<file path="src/rtl/flaf_logmac_seq_if.sv">
// Handshake and data bundle between the log-domain expansion stage, the serial MAC and the error/update stage.
// The producer/consumer side uses master; the MAC uses slave.
interface flaf_logmac_seq_if #(
  parameter int Q_ORD     = 7,
  parameter int WIDTH     = 16,
  parameter int LOG_WIDTH = 17
);
  logic                        in_valid;
  logic                        in_ready;
  logic [Q_ORD*LOG_WIDTH-1:0]  nonl_x_in_packed;
  logic [Q_ORD-1:0]            nonl_x_in_sign_packed;
  logic [Q_ORD-1:0]            nonl_x_in_valid_packed;
  logic [Q_ORD*WIDTH-1:0]      w_in_packed;
  logic signed [WIDTH-1:0]     y_out;
  logic                        y_valid;
  logic                        y_ready;
  logic                        y_sat;

  modport master (
    output in_valid, nonl_x_in_packed, nonl_x_in_sign_packed, nonl_x_in_valid_packed,
           w_in_packed, y_ready,
    input  in_ready, y_out, y_valid, y_sat
  );

  modport slave (
    input  in_valid, nonl_x_in_packed, nonl_x_in_sign_packed, nonl_x_in_valid_packed,
           w_in_packed, y_ready,
    output in_ready, y_out, y_valid, y_sat
  );
endinterface

</file>
<file path="src/rtl/flaf_logmac_seq.sv">
// Serial log-domain MAC: y = sum w_i * antilog(L_i), one term per cycle; y_valid Q_ORD+1 cycles after accept.
// Input stalls (in_ready=0) from acceptance until y_out is taken; y_out/y_valid/y_sat hold while y_ready=0.
module flaf_logmac_seq #(
  parameter int Q_ORD     = 7,
  parameter int WIDTH     = 16,
  parameter int QP        = 12,
  parameter int LOG_WIDTH = 17,
  parameter int ACC_WIDTH = 24
) (
  input logic               clk,
  input logic               reset,
  flaf_logmac_seq_if.slave  bus
);
  localparam int CW = (Q_ORD > 1) ? $clog2(Q_ORD) : 1;
  localparam int EW = LOG_WIDTH - 12;
  localparam int TW = WIDTH + 13 + (1 << (EW - 1));

  localparam logic [TW-1:0]               T_MAX   = TW'({(ACC_WIDTH-1){1'b1}});
  localparam logic signed [ACC_WIDTH-1:0] ACC_MAX = {1'b0, {(ACC_WIDTH-1){1'b1}}};
  localparam logic signed [ACC_WIDTH-1:0] ACC_MIN = {1'b1, {(ACC_WIDTH-1){1'b0}}};
  localparam logic signed [ACC_WIDTH-1:0] Y_MAX   = ACC_WIDTH'({(WIDTH-1){1'b1}});
  localparam logic signed [ACC_WIDTH-1:0] Y_MIN   = ~Y_MAX;

  typedef enum logic [1:0] {IDLE, MAC, OUT} state_t;

  state_t                         st;
  logic [CW-1:0]                  cnt;
  logic [Q_ORD*LOG_WIDTH-1:0]     x_q;
  logic [Q_ORD-1:0]               s_q;
  logic [Q_ORD-1:0]               v_q;
  logic [Q_ORD*WIDTH-1:0]         w_q;
  logic signed [ACC_WIDTH-1:0]    acc;
  logic                           sat;
  logic                           in_rdy_q;
  logic signed [WIDTH-1:0]        y_q;
  logic                           y_vld_q;
  logic                           y_sat_q;

  logic [LOG_WIDTH-1:0]           l_cur;
  logic [WIDTH-1:0]               w_cur;
  logic [WIDTH-1:0]               wmag;
  logic signed [EW-1:0]           e;
  logic [12:0]                    m;
  logic [TW-1:0]                  p;
  logic [TW-1:0]                  t;
  logic [ACC_WIDTH-2:0]           tc;
  logic [ACC_WIDTH:0]             sum;
  logic                           live;
  logic                           neg;
  logic                           t_sat;
  logic                           a_ovf;
  logic signed [ACC_WIDTH-1:0]    acc_nxt;
  logic                           sat_nxt;
  logic                           y_hi;
  logic                           y_lo;
  logic signed [WIDTH-1:0]        y_nxt;
  int                             sh;

  always_comb begin
    l_cur = x_q[int'(cnt)*LOG_WIDTH +: LOG_WIDTH];
    w_cur = w_q[int'(cnt)*WIDTH +: WIDTH];
    live  = v_q[cnt] && (w_cur != '0);
    neg   = s_q[cnt] ^ w_cur[WIDTH-1];
    // Two's-complement negate read as unsigned gives |-32768| = 32768.
    wmag  = w_cur[WIDTH-1] ? (-w_cur) : w_cur;
    e     = l_cur[LOG_WIDTH-1:12];
    m     = {1'b1, l_cur[11:0]};
    p     = TW'(wmag) * TW'(m);
    sh    = QP - int'(e);
    t     = p;
    if (sh > 0)
      t = (p + (TW'(1) << (sh - 1))) >> sh;
    else if (sh < 0)
      t = p << (-sh);
    t_sat = (t > T_MAX);
    tc    = t_sat ? {(ACC_WIDTH-1){1'b1}} : t[ACC_WIDTH-2:0];
    sum   = neg ? ({acc[ACC_WIDTH-1], acc} - {2'b00, tc})
                : ({acc[ACC_WIDTH-1], acc} + {2'b00, tc});
    a_ovf = sum[ACC_WIDTH] ^ sum[ACC_WIDTH-1];
    acc_nxt = acc;
    if (live)
      acc_nxt = a_ovf ? (sum[ACC_WIDTH] ? ACC_MIN : ACC_MAX) : sum[ACC_WIDTH-1:0];
    sat_nxt = sat | (live & (t_sat | a_ovf));
    y_hi    = (acc_nxt > Y_MAX);
    y_lo    = (acc_nxt < Y_MIN);
    y_nxt   = acc_nxt[WIDTH-1:0];
    if (y_hi)
      y_nxt = {1'b0, {(WIDTH-1){1'b1}}};
    else if (y_lo)
      y_nxt = {1'b1, {(WIDTH-1){1'b0}}};
  end

  // The last term loads y_out directly so y_valid appears the cycle after it.
  always_ff @(posedge clk or negedge reset) begin
    if (!reset) begin
      st       <= IDLE;
      cnt      <= '0;
      x_q      <= '0;
      s_q      <= '0;
      v_q      <= '0;
      w_q      <= '0;
      acc      <= '0;
      sat      <= 1'b0;
      in_rdy_q <= 1'b0;
      y_q      <= '0;
      y_vld_q  <= 1'b0;
      y_sat_q  <= 1'b0;
    end else begin
      case (st)
        IDLE: begin
          in_rdy_q <= 1'b1;
          if (bus.in_valid && in_rdy_q) begin
            x_q      <= bus.nonl_x_in_packed;
            s_q      <= bus.nonl_x_in_sign_packed;
            v_q      <= bus.nonl_x_in_valid_packed;
            w_q      <= bus.w_in_packed;
            acc      <= '0;
            sat      <= 1'b0;
            cnt      <= '0;
            in_rdy_q <= 1'b0;
            st       <= MAC;
          end
        end
        MAC: begin
          acc <= acc_nxt;
          sat <= sat_nxt;
          cnt <= cnt + CW'(1);
          if (cnt == CW'(Q_ORD - 1)) begin
            y_q     <= y_nxt;
            y_sat_q <= sat_nxt | y_hi | y_lo;
            y_vld_q <= 1'b1;
            st      <= OUT;
          end
        end
        OUT: begin
          if (bus.y_ready) begin
            y_vld_q  <= 1'b0;
            in_rdy_q <= 1'b1;
            st       <= IDLE;
          end
        end
        default: st <= IDLE;
      endcase
    end
  end

  assign bus.in_ready = in_rdy_q;
  assign bus.y_out    = y_q;
  assign bus.y_valid  = y_vld_q;
  assign bus.y_sat    = y_sat_q;
endmodule

</file>
<file path="src/flat_wrapper.sv">
// flat-port wrapper written by rule: the top's interface ports become plain ports
module flaf_logmac_seq_flat 
#(
  parameter int Q_ORD     = 7,
  parameter int WIDTH     = 16,
  parameter int QP        = 12,
  parameter int LOG_WIDTH = 17,
  parameter int ACC_WIDTH = 24
)
  (clk, reset, bus_in_valid, bus_nonl_x_in_packed, bus_nonl_x_in_sign_packed, bus_nonl_x_in_valid_packed, bus_w_in_packed, bus_y_ready, bus_in_ready, bus_y_out, bus_y_valid, bus_y_sat);
  flaf_logmac_seq_if #(.Q_ORD(Q_ORD), .WIDTH(WIDTH), .LOG_WIDTH(LOG_WIDTH)) bus_i ();
  input logic clk;
  input logic reset;
  input wire logic [$bits(bus_i.in_valid)-1:0] bus_in_valid;
  input wire logic [$bits(bus_i.nonl_x_in_packed)-1:0] bus_nonl_x_in_packed;
  input wire logic [$bits(bus_i.nonl_x_in_sign_packed)-1:0] bus_nonl_x_in_sign_packed;
  input wire logic [$bits(bus_i.nonl_x_in_valid_packed)-1:0] bus_nonl_x_in_valid_packed;
  input wire logic [$bits(bus_i.w_in_packed)-1:0] bus_w_in_packed;
  input wire logic [$bits(bus_i.y_ready)-1:0] bus_y_ready;
  output wire logic [$bits(bus_i.in_ready)-1:0] bus_in_ready;
  output wire logic [$bits(bus_i.y_out)-1:0] bus_y_out;
  output wire logic [$bits(bus_i.y_valid)-1:0] bus_y_valid;
  output wire logic [$bits(bus_i.y_sat)-1:0] bus_y_sat;
  assign bus_i.in_valid = bus_in_valid;
  assign bus_i.nonl_x_in_packed = bus_nonl_x_in_packed;
  assign bus_i.nonl_x_in_sign_packed = bus_nonl_x_in_sign_packed;
  assign bus_i.nonl_x_in_valid_packed = bus_nonl_x_in_valid_packed;
  assign bus_i.w_in_packed = bus_w_in_packed;
  assign bus_i.y_ready = bus_y_ready;
  assign bus_in_ready = bus_i.in_ready;
  assign bus_y_out = bus_i.y_out;
  assign bus_y_valid = bus_i.y_valid;
  assign bus_y_sat = bus_i.y_sat;
  flaf_logmac_seq #(.Q_ORD(Q_ORD), .WIDTH(WIDTH), .QP(QP), .LOG_WIDTH(LOG_WIDTH), .ACC_WIDTH(ACC_WIDTH)) u_core (.clk(clk), .reset(reset), .bus(bus_i));
endmodule
</file>
<file path="config.mk">
export PLATFORM = sky130hd
export DESIGN_NAME = flaf_logmac_seq_flat
export DESIGN_NICKNAME = d
export VERILOG_FILES = /design/src/rtl/flaf_logmac_seq_if.sv /design/src/rtl/flaf_logmac_seq.sv /design/src/flat_wrapper.sv
export SDC_FILE = /design/constraint.sdc
export NUM_CORES = 2
export LEC_CHECK = 0
export BUFFER_PORTS_ARGS = -buffer_cell sky130_fd_sc_hd__buf_2
export CAP_MARGIN = 40
export CORE_ASPECT_RATIO = 0.75
export CORE_MARGIN = 4
export CORE_UTILIZATION = 54
export CTS_BUF_LIST = sky130_fd_sc_hd__clkbuf_4 sky130_fd_sc_hd__clkbuf_8 sky130_fd_sc_hd__clkbuf_16
export CTS_CLUSTER_DIAMETER = 30
export DETAILED_ROUTE_END_ITERATION = 6
export PLACE_DENSITY = 0.7
export SETUP_SLACK_MARGIN = 0.5
export SLEW_MARGIN = 5
export SYNTH_ARGS = -nofsm -noshare
export SYNTH_HDL_FRONTEND = slang
export SYNTH_SLANG_ARGS = --single-unit
</file>
<file path="constraint.sdc">
create_clock -name clk -period 22.1 [get_ports clk]
set_input_delay 4.42 -clock clk [delete_from_list [all_inputs] [get_ports clk]]
set_output_delay 4.42 -clock clk [all_outputs]
set_load 0.05 [all_outputs]
</file>
# Word level (Yosys, flattened, before mapping)
# Index checks and enable logic that the tools add are counted.
[totals]
register_bits = 294
word_cells = 89
[classes]
addsub = 8
multipliers = 2
n_lt_le_gt_ge = 6
n_eq_ne = 6
n_shift = 5
n_mux = 30
n_bitwise = 7
n_reduce_logical = 13
[ops]
columns = ["cell", "count"]
rows = [
  ["119-bit by 9-bit indexed part select with 17-bit output", 1],
  ["112-bit by 8-bit indexed part select with 16-bit output", 1],
  ["24-bit 2-to-1 mux", 4],
  ["45-bit 2-to-1 mux", 2],
  ["16-bit 2-to-1 mux", 3],
  ["24-bit one-hot mux with 2 select lines", 1],
  ["29-bit by 45-bit adder with 45-bit output", 1],
  ["45-bit by 23-bit greater-than comparator with 1-bit output, second input constant", 1],
  ["1-bit by 32-bit << shifter with 45-bit output, first input constant", 1],
  ["29-bit by 32-bit << shifter with 45-bit output", 1],
  ["45-bit by 32-bit right shift with 45-bit output", 1],
  ["32-bit by 1-bit greater-than comparator with 1-bit output, second input constant", 1],
  ["32-bit by 1-bit less-than comparator with 1-bit output, second input constant", 1],
  ["32-bit negator", 1],
  ["32-bit by 2-bit subtractor with 32-bit output, second input constant", 1],
  ["16-bit by 13-bit multiplier with 29-bit output", 1],
  ["24-bit by 24-bit adder with 25-bit output", 1],
  ["25-bit 2-to-1 mux", 1],
  ["24-bit by 24-bit subtractor with 25-bit output", 1],
  ["24-bit by 16-bit greater-than comparator with 1-bit output, second input constant", 1],
  ["24-bit by 16-bit less-than comparator with 1-bit output, second input constant", 1],
  ["23-bit 2-to-1 mux", 1],
  ["16-bit negator", 1],
  ["16-bit nonzero test", 1],
  ["other kinds (24)", 47],
]

# Depth between registers and ports, before layout
[logic_depth]
depth_word = 18
mapped_depth = 83

# Worst setup path before layout
# No wires, ideal clock.
[synth_timing]
kind = "register to register"
startpoint = "register u_core.cnt[1]"
endpoint = "register u_core.y_q[2], in the netlist u_core.bus.y_out[2]"
setup_ns = 0.128
arrival_ns = 17.490
path_slack_ns = 4.482
path_stages_with_launch = 79
cell_sequence = "dfrtp_1 buf_4 buf_6 buf_6 clkbuf_1 clkbuf_1 clkbuf_1 buf_1 mux2_2 a221o_1 o21ai_0 ha_1 nand3_1 nor2_1 nand2_1 nor3_1 and3_1 nor2_1 (+43 left out) inv_1 o21ai_0 a21o_1 a21oi_1 o211ai_1 a32oi_1 a2111oi_0 nor3_1 or3_1 xnor2_1 a221o_1 or4_1 o211ai_1 o21ai_1 a211o_1 o41ai_4 buf_6 a31oi_1"
[synth_between]
elab_chain_cells = 18
elab_cells_between_ends = 39
[synth_rtl]
columns = ["item", "line_no", "source"]
rows = [
  ["from (decl)", "flaf_logmac_seq.sv:27", "logic [CW-1:0] cnt;"],
  ["from (signal assigned)", "flaf_logmac_seq.sv:127", "cnt <= cnt + CW'(1);"],
  ["parallel branches: the longest is 18 deep, another holds 29-bit by 45-bit adder with 45-bit output", "--", ""],
  ["to (signal assigned)", "flaf_logmac_seq.sv:129", "y_q <= y_nxt;"],
  ["to (decl)", "flaf_logmac_seq.sv:35", "logic signed [WIDTH-1:0] y_q;"],
]
# Parallel ways; which one is timed is not known. The select of a mux whose other input is x is not followed.
# A chain may end at the register's enable or synchronous reset.

# Worst setup path in the final report
# Same ends and word-level chain as after synthesis.

==> impl_results.md <==
- Post-synthesis area per instance: 7.731 um2
- Die Area: 61490 um2
- Antenna Nets Post-Route: 0
- Failing checks: DRC
- Filler cell count: about 5000
- CTS Buf Count: 60
- HPWL after DPL: 89470 um
- # rows: 75
- Status: finished with violations
- Final wirelength: 116900 um
- DRT Pass-1 Iters: 7
- Post-synth cell types: 115
- Fin crit period: 19.53 ns
- Worst Hold Depth: 2
- Met3 Usage GRT: 0.1076
- Nets: between 4000 and 5000
- FF-to-FF path depth: 72
- Largest net degree at the start of global routing: 103
- Maximum root-to-sink buffer count: 3
- Final Hold Violating Endpoints: 0
- Mapped Area: 31080 um2
- CTS tree: yes
- Synth-to-layout area growth: 14.29%
- Die width: about 290 um
- Post-synth ARST share: 1.000
- Worst Path Arrival: roughly 20 ns
- Flops & latches, synth: 294
- Starting density of the core: 0.5511
- Req. time, crit path: around 23 ns
- Core area: 56400 um2
- Post-synth net total: about 4600
- Clock sinks: 294
- Setup Fix Bufs, Post-CTS: 0
- Primary FF master, synth: dfrtp_1
- Share of cells above drive strength 1: 0.1489
- Max incr delay on CP: approximately 0.80 ns
- GRT Util Overall: 0.3704
- Ports: 268
- Vias/cell: between 6 and 7
- Crit Path Category: reg2reg
- Clk_skew: between 0.04 and 0.05 ns
- Unrepaired setup endpoints after global routing: false
- Nature of the critical path startpoint: flop
- Max-Cap Viols: 0
- Hold Crit Class: reg2reg
- Met1 usage: 0.5715
- Met2 Use GR: 0.5064
- Die Ht: around 220 um
- CP Capture Type: flop
- Via count: 32111
- Grt peak-use layer: met1
- Routed wire per std cell: 23.26 um
- RD Place Congestion: 1.051
- CP max stage cell: dfrtp_4
- Fmax: 0.05120 GHz
- CTS clk-pin slew, worst paths: approximately 0.05 ns
- Cells after synthesis: 4020
- DR DRC count: 9
- Final setup vio count: 0
- Worst skew pair latency: 0.63 ns
- Fin Setup TNS: 0 ns
- Relative slew slack: 0.2682
- # H-tree levels: 2
- Port Buffers: about 270
- DRT iter0 DRCs: ~4100
- Slew Viols, Final: 0
- Sequential element share of the synthesized area: 0.2367
- Congestion Overflow GR: 0
- Hold-fix buffers at CTS: 0
- Vias in the first global route: 30180
- Root Buffer: clkbuf_16
- Worst Tran Pin Value: roughly 1.1 ns
- Post-CTS sizing: 0
- Wire length of the first global-routing pass: 179500 um
- Synth warn: 0
- CP max FO: 38
- Initial antenna violation count: 9
- Post-synth EDFFs: 0
- Final worst path period share: 0.8837
-- cell usage in the layout (no fill, tap or decap), types with 24 or more instances in the layout --
| cell type | instances |
|---|---|
| mux2_2 | 34 |
| buf_4 | 79 |
| a211oi_1 | 42 |
| nor2_1 | 281 |
| nand2_1 | 1057 |
| xnor2_1 | 49 |
| xor2_1 | 25 |
| a22oi_1 | 29 |
| ha_1 | 144 |
| nand3_1 | 101 |
| a31oi_1 | 50 |
| a211o_1 | 24 |
| and2_1 | 28 |
| or2_2 | 26 |
| mux4_2 | 39 |
| a221o_1 | 25 |
| o21ai_0 | 174 |
| mux2i_1 | 55 |
| inv_1 | 242 |
| fa_1 | 156 |
| clkbuf_16 | 60 |
| dfrtp_1 | 291 |
| nor4_1 | 30 |
| a21o_1 | 42 |
| buf_2 | 270 |
| and3_1 | 31 |
| o211ai_1 | 33 |
| o31ai_1 | 25 |
| o21a_1 | 27 |
| nor3_1 | 99 |
| nand2b_1 | 37 |
| a21oi_1 | 176 |
-- cells by family (layout without fill, tap and decap cells) --
| family | count (synthesis) | in the layout | share of synthesized area |
|---|---|---|---|
| AND/OR/NAND/NOR | 1829 | 1829 | 0.2588 |
| other | 0 | 4 | 0 |
| multiplexers | 131 | 131 | 0.05938 |
| adder cells (fa/ha/maj) | 305 | 305 | 0.1602 |
| flip-flops | 294 | 294 | 0.2367 |
| AO/OA/AOI/OAI | 899 | 899 | 0.2007 |
| XOR/XNOR | 82 | 82 | 0.02424 |
| buffers and inverters | 480 | 711 | 0.05999 |
-- synth_stat cells (all sizes together), types with 9 or more instances --
master	instances	area share
mux2i	55	0.018
fa	156	0.10
nor2b	24	0.0048
o31ai	27	0.0071
nand4	23	0.0046
a22o	10	0.0028
a211o	24	0.0068
o211ai	34	0.0084
o2111ai	11	0.0031
xor2	26	0.0073
ha	145	0.058
nand2	1057	0.13
nor4	32	0.0074
a21oi	177	0.029
nand3b	11	0.0028
and4	9	0.0025
nand3	103	0.017
o211a	11	0.0035
clkbuf	190	0.023
or4	9	0.0023
inv	243	0.029
a31o	11	0.0031
nor3b	10	0.0026
a21boi	15	0.0036
mux2	37	0.013
o31a	20	0.0056
nor2	285	0.035
nand2b	37	0.0074
a22oi	32	0.0082
a31oi	51	0.011
nor3	107	0.019
o21ai	194	0.031
buf	43	0.0072
a211oi	43	0.011
and2	28	0.0056
o22ai	21	0.0044
a221o	25	0.0081
or2	27	0.0054
o21a	27	0.0065
a21o	42	0.010
xnor2	54	0.015
and3	31	0.0062
mux4	39	0.028
dfrtp	294	0.24
or3	18	0.0036
-- worst paths after layout --
kind	to	slack, ns	from
min in group asynchronous	u_core.w_q[27]$_DFFE_PN0P_	3.79	reset
max in group asynchronous	u_core.cnt[1]$_DFFE_PN0P_	16.28	reset
hold / removal	u_core.v_q[4]$_DFFE_PN0P_	0.47	u_core.v_q[4]$_DFFE_PN0P_
setup reg to reg	u_core.bus.y_out[2]$_DFFE_PN0P_	2.57	u_core.cnt[1]$_DFFE_PN0P_
setup / recovery	u_core.bus.y_out[2]$_DFFE_PN0P_	2.57	u_core.cnt[1]$_DFFE_PN0P_
hold reg to reg	u_core.v_q[4]$_DFFE_PN0P_	0.47	u_core.v_q[4]$_DFFE_PN0P_
-- worst max-delay path: cells and delay by family, from the launching register on --
| kind | cells | cell delay, ns |
|---|---|---|
| buffers and inverters | 9 | 0.88 |
| AOI/OAI and AO/OA | 28 | 7.51 |
| xor gates and xnor gates | 1 | 0.66 |
| and+or+nand+nor | 23 | 4.88 |
| muxes | 1 | 0.41 |
| DFF | 1 | 0.80 |
| adders and majority gates | 10 | 4.20 |
-- routing by layer --
| layer | vias to the layer above | wire [um] | part of all wire |
|---|---|---|---|
| met2 | 2017 | 46140 | 0.39 |
| met5 | - | 158 | 0.0014 |
| li1 | 14412 | - | - |
| met1 | 15453 | 51830 | 0.44 |
| met4 | 10 | 3308 | 0.028 |
| met3 | 219 | 15420 | 0.13 |
-- state kept, by name, indices dropped and copies added, names as in the netlist, 2 cells and up --
| signal | cells |
|---|---|
| u_core.st | 2 |
| u_core.cnt | 3 |
| u_core.s_q | 7 |
| u_core.x_q | 119 |
| u_core.w_q | 112 |
| u_core.acc | 24 |
| u_core.v_q | 7 |
| u_core.bus.y_out | 16 |
-- layout make-up --
type / count / area [um2] / share of cell area
Multi-Input combinational cell: 3246 / 21940 / 0.6176
Sequential cell: 294 / 7366 / 0.2074
Timing Repair Buffer: 353 / 2029 / 0.05714
Clock buffer: 72 / 1610 / 0.04534
Tap cell: 770 / 963.4 / 0.02712
Inverter: 247 / 927.1 / 0.02610
Clock inverter: 39 / 676.9 / 0.01906
Antenna cell: 4 / 10.01 / 0.0002818
-- per-stage QoR --
step                cell area (um2)  hold WS, ns  instances  setup slack [ns]    util
global route                  35520       0.4887       5024             1.095  0.6298
CTS                           35500       0.4706       5019             3.012  0.6294
finish                        35520       0.4670       5025             2.570  0.6298
floorplan                     31080       0.4401       4020             4.482       -
detailed placement            33210       0.4586       4908             3.075  0.5889
global placement              33090       0.4535       4898             2.950  0.5868
Power is left out: the tool's default activity adds up to more than one toggle a clock period on the data nets, which glitch-free logic cannot reach.
